### config.mk
export PLATFORM = sky130hd
export DESIGN_NAME = ex_mem_reg
export DESIGN_NICKNAME = d
export VERILOG_FILES = /design/src/rtl/cpu_pkg.sv /design/src/rtl/sat_counter.sv /design/src/rtl/ex_mem_reg.sv
export SDC_FILE = /design/constraint.sdc
export NUM_CORES = 1
export LEC_CHECK = 0
export ABC_CLOCK_PERIOD_IN_PS = 3250
export CAP_MARGIN = 10
export CORE_ASPECT_RATIO = 0.75
export CORE_MARGIN = 1.5
export CORE_UTILIZATION = 44
export CTS_CLUSTER_DIAMETER = 50
export DETAILED_ROUTE_END_ITERATION = 10
export GPL_TIMING_DRIVEN = 1
export HOLD_SLACK_MARGIN = 0.15
export PLACE_DENSITY = 0.95
export SLEW_MARGIN = 20
export SYNTH_ARGS = -nofsm -noshare
export SYNTH_HDL_FRONTEND = slang
export SYNTH_SLANG_ARGS = --single-unit
### constraint.sdc
create_clock -name clk -period 3.25 [get_ports clk]
set_clock_uncertainty 0.15 [all_clocks]
set_input_delay 0.4875 -clock clk [delete_from_list [all_inputs] [get_ports clk]]
set_output_delay 0.4875 -clock clk [all_outputs]
set_load 0.1 [all_outputs]
### src/rtl/cpu_pkg.sv
// cpu_pkg: shared datapath widths and control bundles for the lab3 pipeline.
package cpu_pkg;
    localparam int DATA_W     = 32;
    localparam int REG_ADDR_W = 5;

    typedef struct packed {
        logic mem_read;
        logic mem_write;
        logic reg_write;
        logic mem_to_reg;
        logic cbz;
        logic ubranch;
    } ctrl_t;

    // Subset of ctrl_t that survives past EX into MEM/WB.
    typedef struct packed {
        logic mem_read;
        logic mem_write;
        logic reg_write;
        logic mem_to_reg;
    } mem_ctrl_t;
endpackage

### src/rtl/sat_counter.sv
// sat_counter: up-counter that sticks at all-ones instead of wrapping.
module sat_counter #(
    parameter int W = 16
) (
    input  logic         clk,
    input  logic         reset,
    input  logic         inc,
    output logic [W-1:0] count
);
    logic [W-1:0] count_q, count_d;

    always_comb count_d = (inc && count_q != '1) ? count_q + 1'b1 : count_q;

    always_ff @(posedge clk)
        if (reset) count_q <= '0;
        else       count_q <= count_d;

    assign count = count_q;
endmodule

### src/rtl/ex_mem_reg.sv
// ex_mem_reg: EX/MEM pipeline register with branch resolution, stall/flush
// and saturating taken-branch / bubble counters.
module ex_mem_reg
    import cpu_pkg::*;
#(
    parameter int WIDTH = DATA_W,
    parameter int CNT_W = 16
) (
    input  logic                  clk,
    input  logic                  reset,
    input  logic                  stall,
    input  logic                  flush,
    input  logic                  in_valid,
    input  logic [WIDTH-1:0]      alu_out,
    input  logic                  alu_zero,
    input  logic [WIDTH-1:0]      store_data,
    input  logic [WIDTH-1:0]      branch_target,
    input  logic [REG_ADDR_W-1:0] rd,
    input  logic                  ctrl_mem_read,
    input  logic                  ctrl_mem_write,
    input  logic                  ctrl_reg_write,
    input  logic                  ctrl_mem_to_reg,
    input  logic                  ctrl_cbz,
    input  logic                  ctrl_ubranch,
    output logic                  mem_valid,
    output logic [WIDTH-1:0]      mem_addr,
    output logic [WIDTH-1:0]      mem_wdata,
    output logic [REG_ADDR_W-1:0] mem_rd,
    output logic                  mem_read,
    output logic                  mem_write,
    output logic                  mem_reg_write,
    output logic                  mem_mem_to_reg,
    output logic                  branch_taken,
    output logic [WIDTH-1:0]      branch_pc,
    output logic [CNT_W-1:0]      taken_count,
    output logic [CNT_W-1:0]      bubble_count
);
    ctrl_t                 ctrl_in;
    mem_ctrl_t             mctl_q, mctl_d;
    logic                  valid_q, valid_d;
    logic [WIDTH-1:0]      addr_q, addr_d, wdata_q, wdata_d, pc_q, pc_d;
    logic [REG_ADDR_W-1:0] rd_q, rd_d;
    logic                  redirected_q, redirected_d, fresh_q, fresh_d;
    logic                  load, take, taken_inc, bubble_inc;

    always_comb begin
        ctrl_in      = '{mem_read: ctrl_mem_read, mem_write: ctrl_mem_write,
                         reg_write: ctrl_reg_write, mem_to_reg: ctrl_mem_to_reg,
                         cbz: ctrl_cbz, ubranch: ctrl_ubranch};
        load         = !flush && !stall;
        // cbz gates alu_zero first so an unknown ZERO flag on a non-CBZ op stays out.
        take         = in_valid && (ctrl_in.ubranch || (ctrl_in.cbz && alu_zero));
        valid_d      = flush ? 1'b0 : load ? in_valid : valid_q;
        mctl_d       = flush ? '0 : load ? mem_ctrl_t'({ctrl_in.mem_read, ctrl_in.mem_write,
                       ctrl_in.reg_write, ctrl_in.mem_to_reg} & {4{in_valid}}) : mctl_q;
        addr_d       = load ? alu_out : addr_q;
        wdata_d      = load ? store_data : wdata_q;
        pc_d         = load ? branch_target : pc_q;
        rd_d         = load ? rd : rd_q;
        redirected_d = (flush || load) ? (load && take) : redirected_q;
        // Marks the first resident cycle of an entry; a held entry never redirects again.
        fresh_d      = load;
        taken_inc    = load && take;
        bubble_inc   = flush || (load && !in_valid);
    end

    always_ff @(posedge clk)
        if (reset) begin
            valid_q      <= 1'b0;
            mctl_q       <= '0;
            addr_q       <= '0;
            wdata_q      <= '0;
            pc_q         <= '0;
            rd_q         <= '0;
            redirected_q <= 1'b0;
            fresh_q      <= 1'b0;
        end else begin
            valid_q      <= valid_d;
            mctl_q       <= mctl_d;
            addr_q       <= addr_d;
            wdata_q      <= wdata_d;
            pc_q         <= pc_d;
            rd_q         <= rd_d;
            redirected_q <= redirected_d;
            fresh_q      <= fresh_d;
        end

    sat_counter #(.W(CNT_W)) u_taken_cnt (
        .clk(clk), .reset(reset), .inc(taken_inc), .count(taken_count)
    );
    sat_counter #(.W(CNT_W)) u_bubble_cnt (
        .clk(clk), .reset(reset), .inc(bubble_inc), .count(bubble_count)
    );

    assign mem_valid      = valid_q;
    assign mem_addr       = addr_q;
    assign mem_wdata      = wdata_q;
    assign mem_rd         = rd_q;
    assign mem_read       = mctl_q.mem_read;
    assign mem_write      = mctl_q.mem_write;
    assign mem_reg_write  = mctl_q.reg_write;
    assign mem_mem_to_reg = mctl_q.mem_to_reg;
    assign branch_taken   = redirected_q && fresh_q;
    assign branch_pc      = pc_q;
endmodule

==> impl_results.md <==
* Die Ht at 99.1 um
* Nets at ~1,000
* Non-filler cells, final at 1,085
* Clk_lat worst skew at around 0.4 ns
* P_int at 3.22 mW
* Synth Register Bits at 140
* Setup TNS at 0 ns
* Residual DRC count at 0
* Largest area contributor in the netlist: dfxtp_1
* Initial antenna violation count at 0
* Switching Power at 1.42 mW
* Overflow after GRT at 0
* Tcrit/Tclk final at 74.4%
* Run status: finished clean
* Via count at 5,562
* Clock Path Buffers at 2
* First-pass GRT wire length at between 20 and 30 mm
* Final worst slack at 0.833 ns
* Worst slew pin tran at 0.831 ns
* H-Tree Depth at 4
* CTS sink cnt at 140
* Comb pwr share at about a fifth
* DR pass1 iterations at 5
* Via density at between 5 and 6
* Top Ports at 252
* Fraction of layout instances using a drive strength above 1 at a little over a fifth
* Post-DRT Antenna Nets at 0
* EDFF count, synth at 0
* Max Slew Vio Count at 0
* Layout area overhead at 53.7%
* Setup Buffers After CTS at 0
* Path type of the worst setup path: input port to flop
* Startpoint types: input port
* Row cnt at 34
* Initial Utilization at a little under half
* Hold Vio Cnt, Final at 0
* Largest delay share family, worst path: simple AND/OR/NAND/NOR gates
* Slew headroom at 44.1%
* Crit path cell chain: clkdlybuf4s50_1 -> o21ba_1 -> or4_1 -> nor4_1 -> mux2_2
* Die X at 131 um
* CP max stage delay at 0.62 ns
* Fin util at 70.7%
* Number of I/O port buffers at 251
* Core area at ~0.012 mm^2
* Clock transition at path regs at 0.06 ns
* Crit path max fanout at 9
* CTS Buf Count at 17
* PostCTS Resize Cnt at 0
* # diodes at 0
* Synth Instances at around 680
* Post-Route WL at between 15 and 20 mm
* Buf/Inv on CP at 1
* Sequential power share at 39.1%
* Vias in the first global route at 5,317
* Crit end category: flop
* Clock power share at 42.0%
* Placed cells at 1,053
* Pre-CTS setup slack at 0.443 ns
* Most frequent cells in the layout: 220 x nand2_1, 143 x buf_4, 140 x dfxtp_1
* Sequential share of the synthesized area at 51.7%
* Routed wire length per instance at 14.5 um
* Worst EP required at around 3.4 ns
* Most common cell after layout, fill and taps aside: nand2_1
* Post-synth top flop: dfxtp_1
* Synthesized cell area at 0.00542 mm^2
* Syn_nets at ~790
* Root buffer cell: clkbuf_16
* YS warnings at 0
* Mapped Avg Cell Area at 8.00 um^2
* Slowest CP cell: or4_1
* Pwr dens at 557 mW/mm^2
* Yosys top cell area share at between 50% and 60%
* CP arrival at 2.56 ns
* Ranking of synthesized cells by area: dfxtp_1 52%, nand2_1 15%, a21oi_1 11%
* FMAX at 414 MHz
* GP Congestion at 0.861
* Switch share at 30.6%
* Worst min path class: flop to flop
* Min Tclk post-route at 2.42 ns
* FFs w/ async S/R, synth at 0%
* DRT iter0 DRCs at 248
* TritonCTS clock tree: built
* Pin count of the biggest net entering global routing at 95
* RSZ-0062 raised after global routing: no
* # fillers at 882
* Final HPWL DP at 11.1 mm
* Hold buffers post-CTS at 0
* Max-Cap Viols at 0
* Leak at between 3 and 4 nW
* Peak VDD IR at 0.369 mV
* GRT Util Overall at about a quarter
* Synth unique cells at 51
* Die Area at 0.0130 mm^2
* Final setup fails at 0
[power groups by stage]
stage	logic, mW	registers [mW]	clock network [mW]
floorplan	0.146	2.30	0
global placement	0.870	1.85	0
finish	0.878	1.82	1.95
global route	0.916	1.82	2.08
CTS	0.881	1.82	1.99
detailed placement	0.879	1.85	0
[metrics by stage]
| step | cell area, um^2 | total power, mW | hold slack, ns |
|---|---|---|---|
| floorplan | 5420 | 2.44 | 0.309 |
| global placement | 7720 | 2.72 | 0.292 |
| detailed placement | 7720 | 2.73 | 0.297 |
| CTS | 8330 | 4.69 | 0.305 |
| global route | 8330 | 4.82 | 0.320 |
| finish | 8330 | 4.64 | 0.302 |
[cell families after synthesis]
kind of cell	after synthesis	synth area share [%]
buf+inv	51	3.70
simple gates	320	26.4
compound gates	155	15.9
flops	140	51.7
mux	9	1.85
fa+ha+maj	2	0.462
[routing by layer]
| metal | global-route usage [%] | routed length (um) |
|---|---|---|
| met3 | 7.70 | 1290 |
| met2 | 41.2 | 7610 |
| met5 | 0 | 0 |
| met4 | 7.43 | 223 |
| met1 | 30.0 | 6660 |
[path summary, 6_finish.rpt]
| kind | from | end | slack [ns] | depth (start not counted) |
|---|---|---|---|---|
| worst max-delay path | in_valid | u_bubble_cnt.count[15]$_SDFFE_PP0P_ | 0.83 | 5 |
| worst min-delay path | branch_pc[5]$_SDFFE_PP0P_ | branch_pc[5]$_SDFFE_PP0P_ | 0.30 | 2 |
| worst max register to register | u_bubble_cnt.count[14]$_SDFFE_PP0P_ | u_bubble_cnt.count[5]$_SDFFE_PP0P_ | 0.92 | 4 |
| worst min register to register | branch_pc[5]$_SDFFE_PP0P_ | branch_pc[5]$_SDFFE_PP0P_ | 0.30 | 2 |
[synthesized netlist by cell type, drive strengths merged (2+ instances only)]
master,instances
nand2,220
dfxtp,140
a21oi,122
clkbuf,33
nor2,21
nand4,14
buf,11
mux2,8
nor2b,8
nor3,8
or4,8
inv,7
nor4,7
o21ai,7
nand3,6
o31ai,6
or3,5
and2,4
and3,4
and4,3
o41ai,3
or2,3
ha,2
nand3b,2
o211a,2
o311ai,2
or4b,2
[worst reg2reg max path: stages, from the launching register on]
cell	delay, ns
dfxtp_1	0.41
nand3_1	0.23
nor4_1	0.79
a2111oi_0	0.32
mux2_2	0.33
[final cells by class]
class	instances	area, um^2	area share [%]
Timing Repair Buffer	258	2260	27.2
Inverter	7	26.3	0.315
Tap cell	162	203	2.43
Clock buffer	19	453	5.44
Sequential cell	140	2800	33.6
Multi-Input combinational cell	486	2420	29.1
Clock inverter	13	155	1.86
Power figures use the tool's default switching activity.
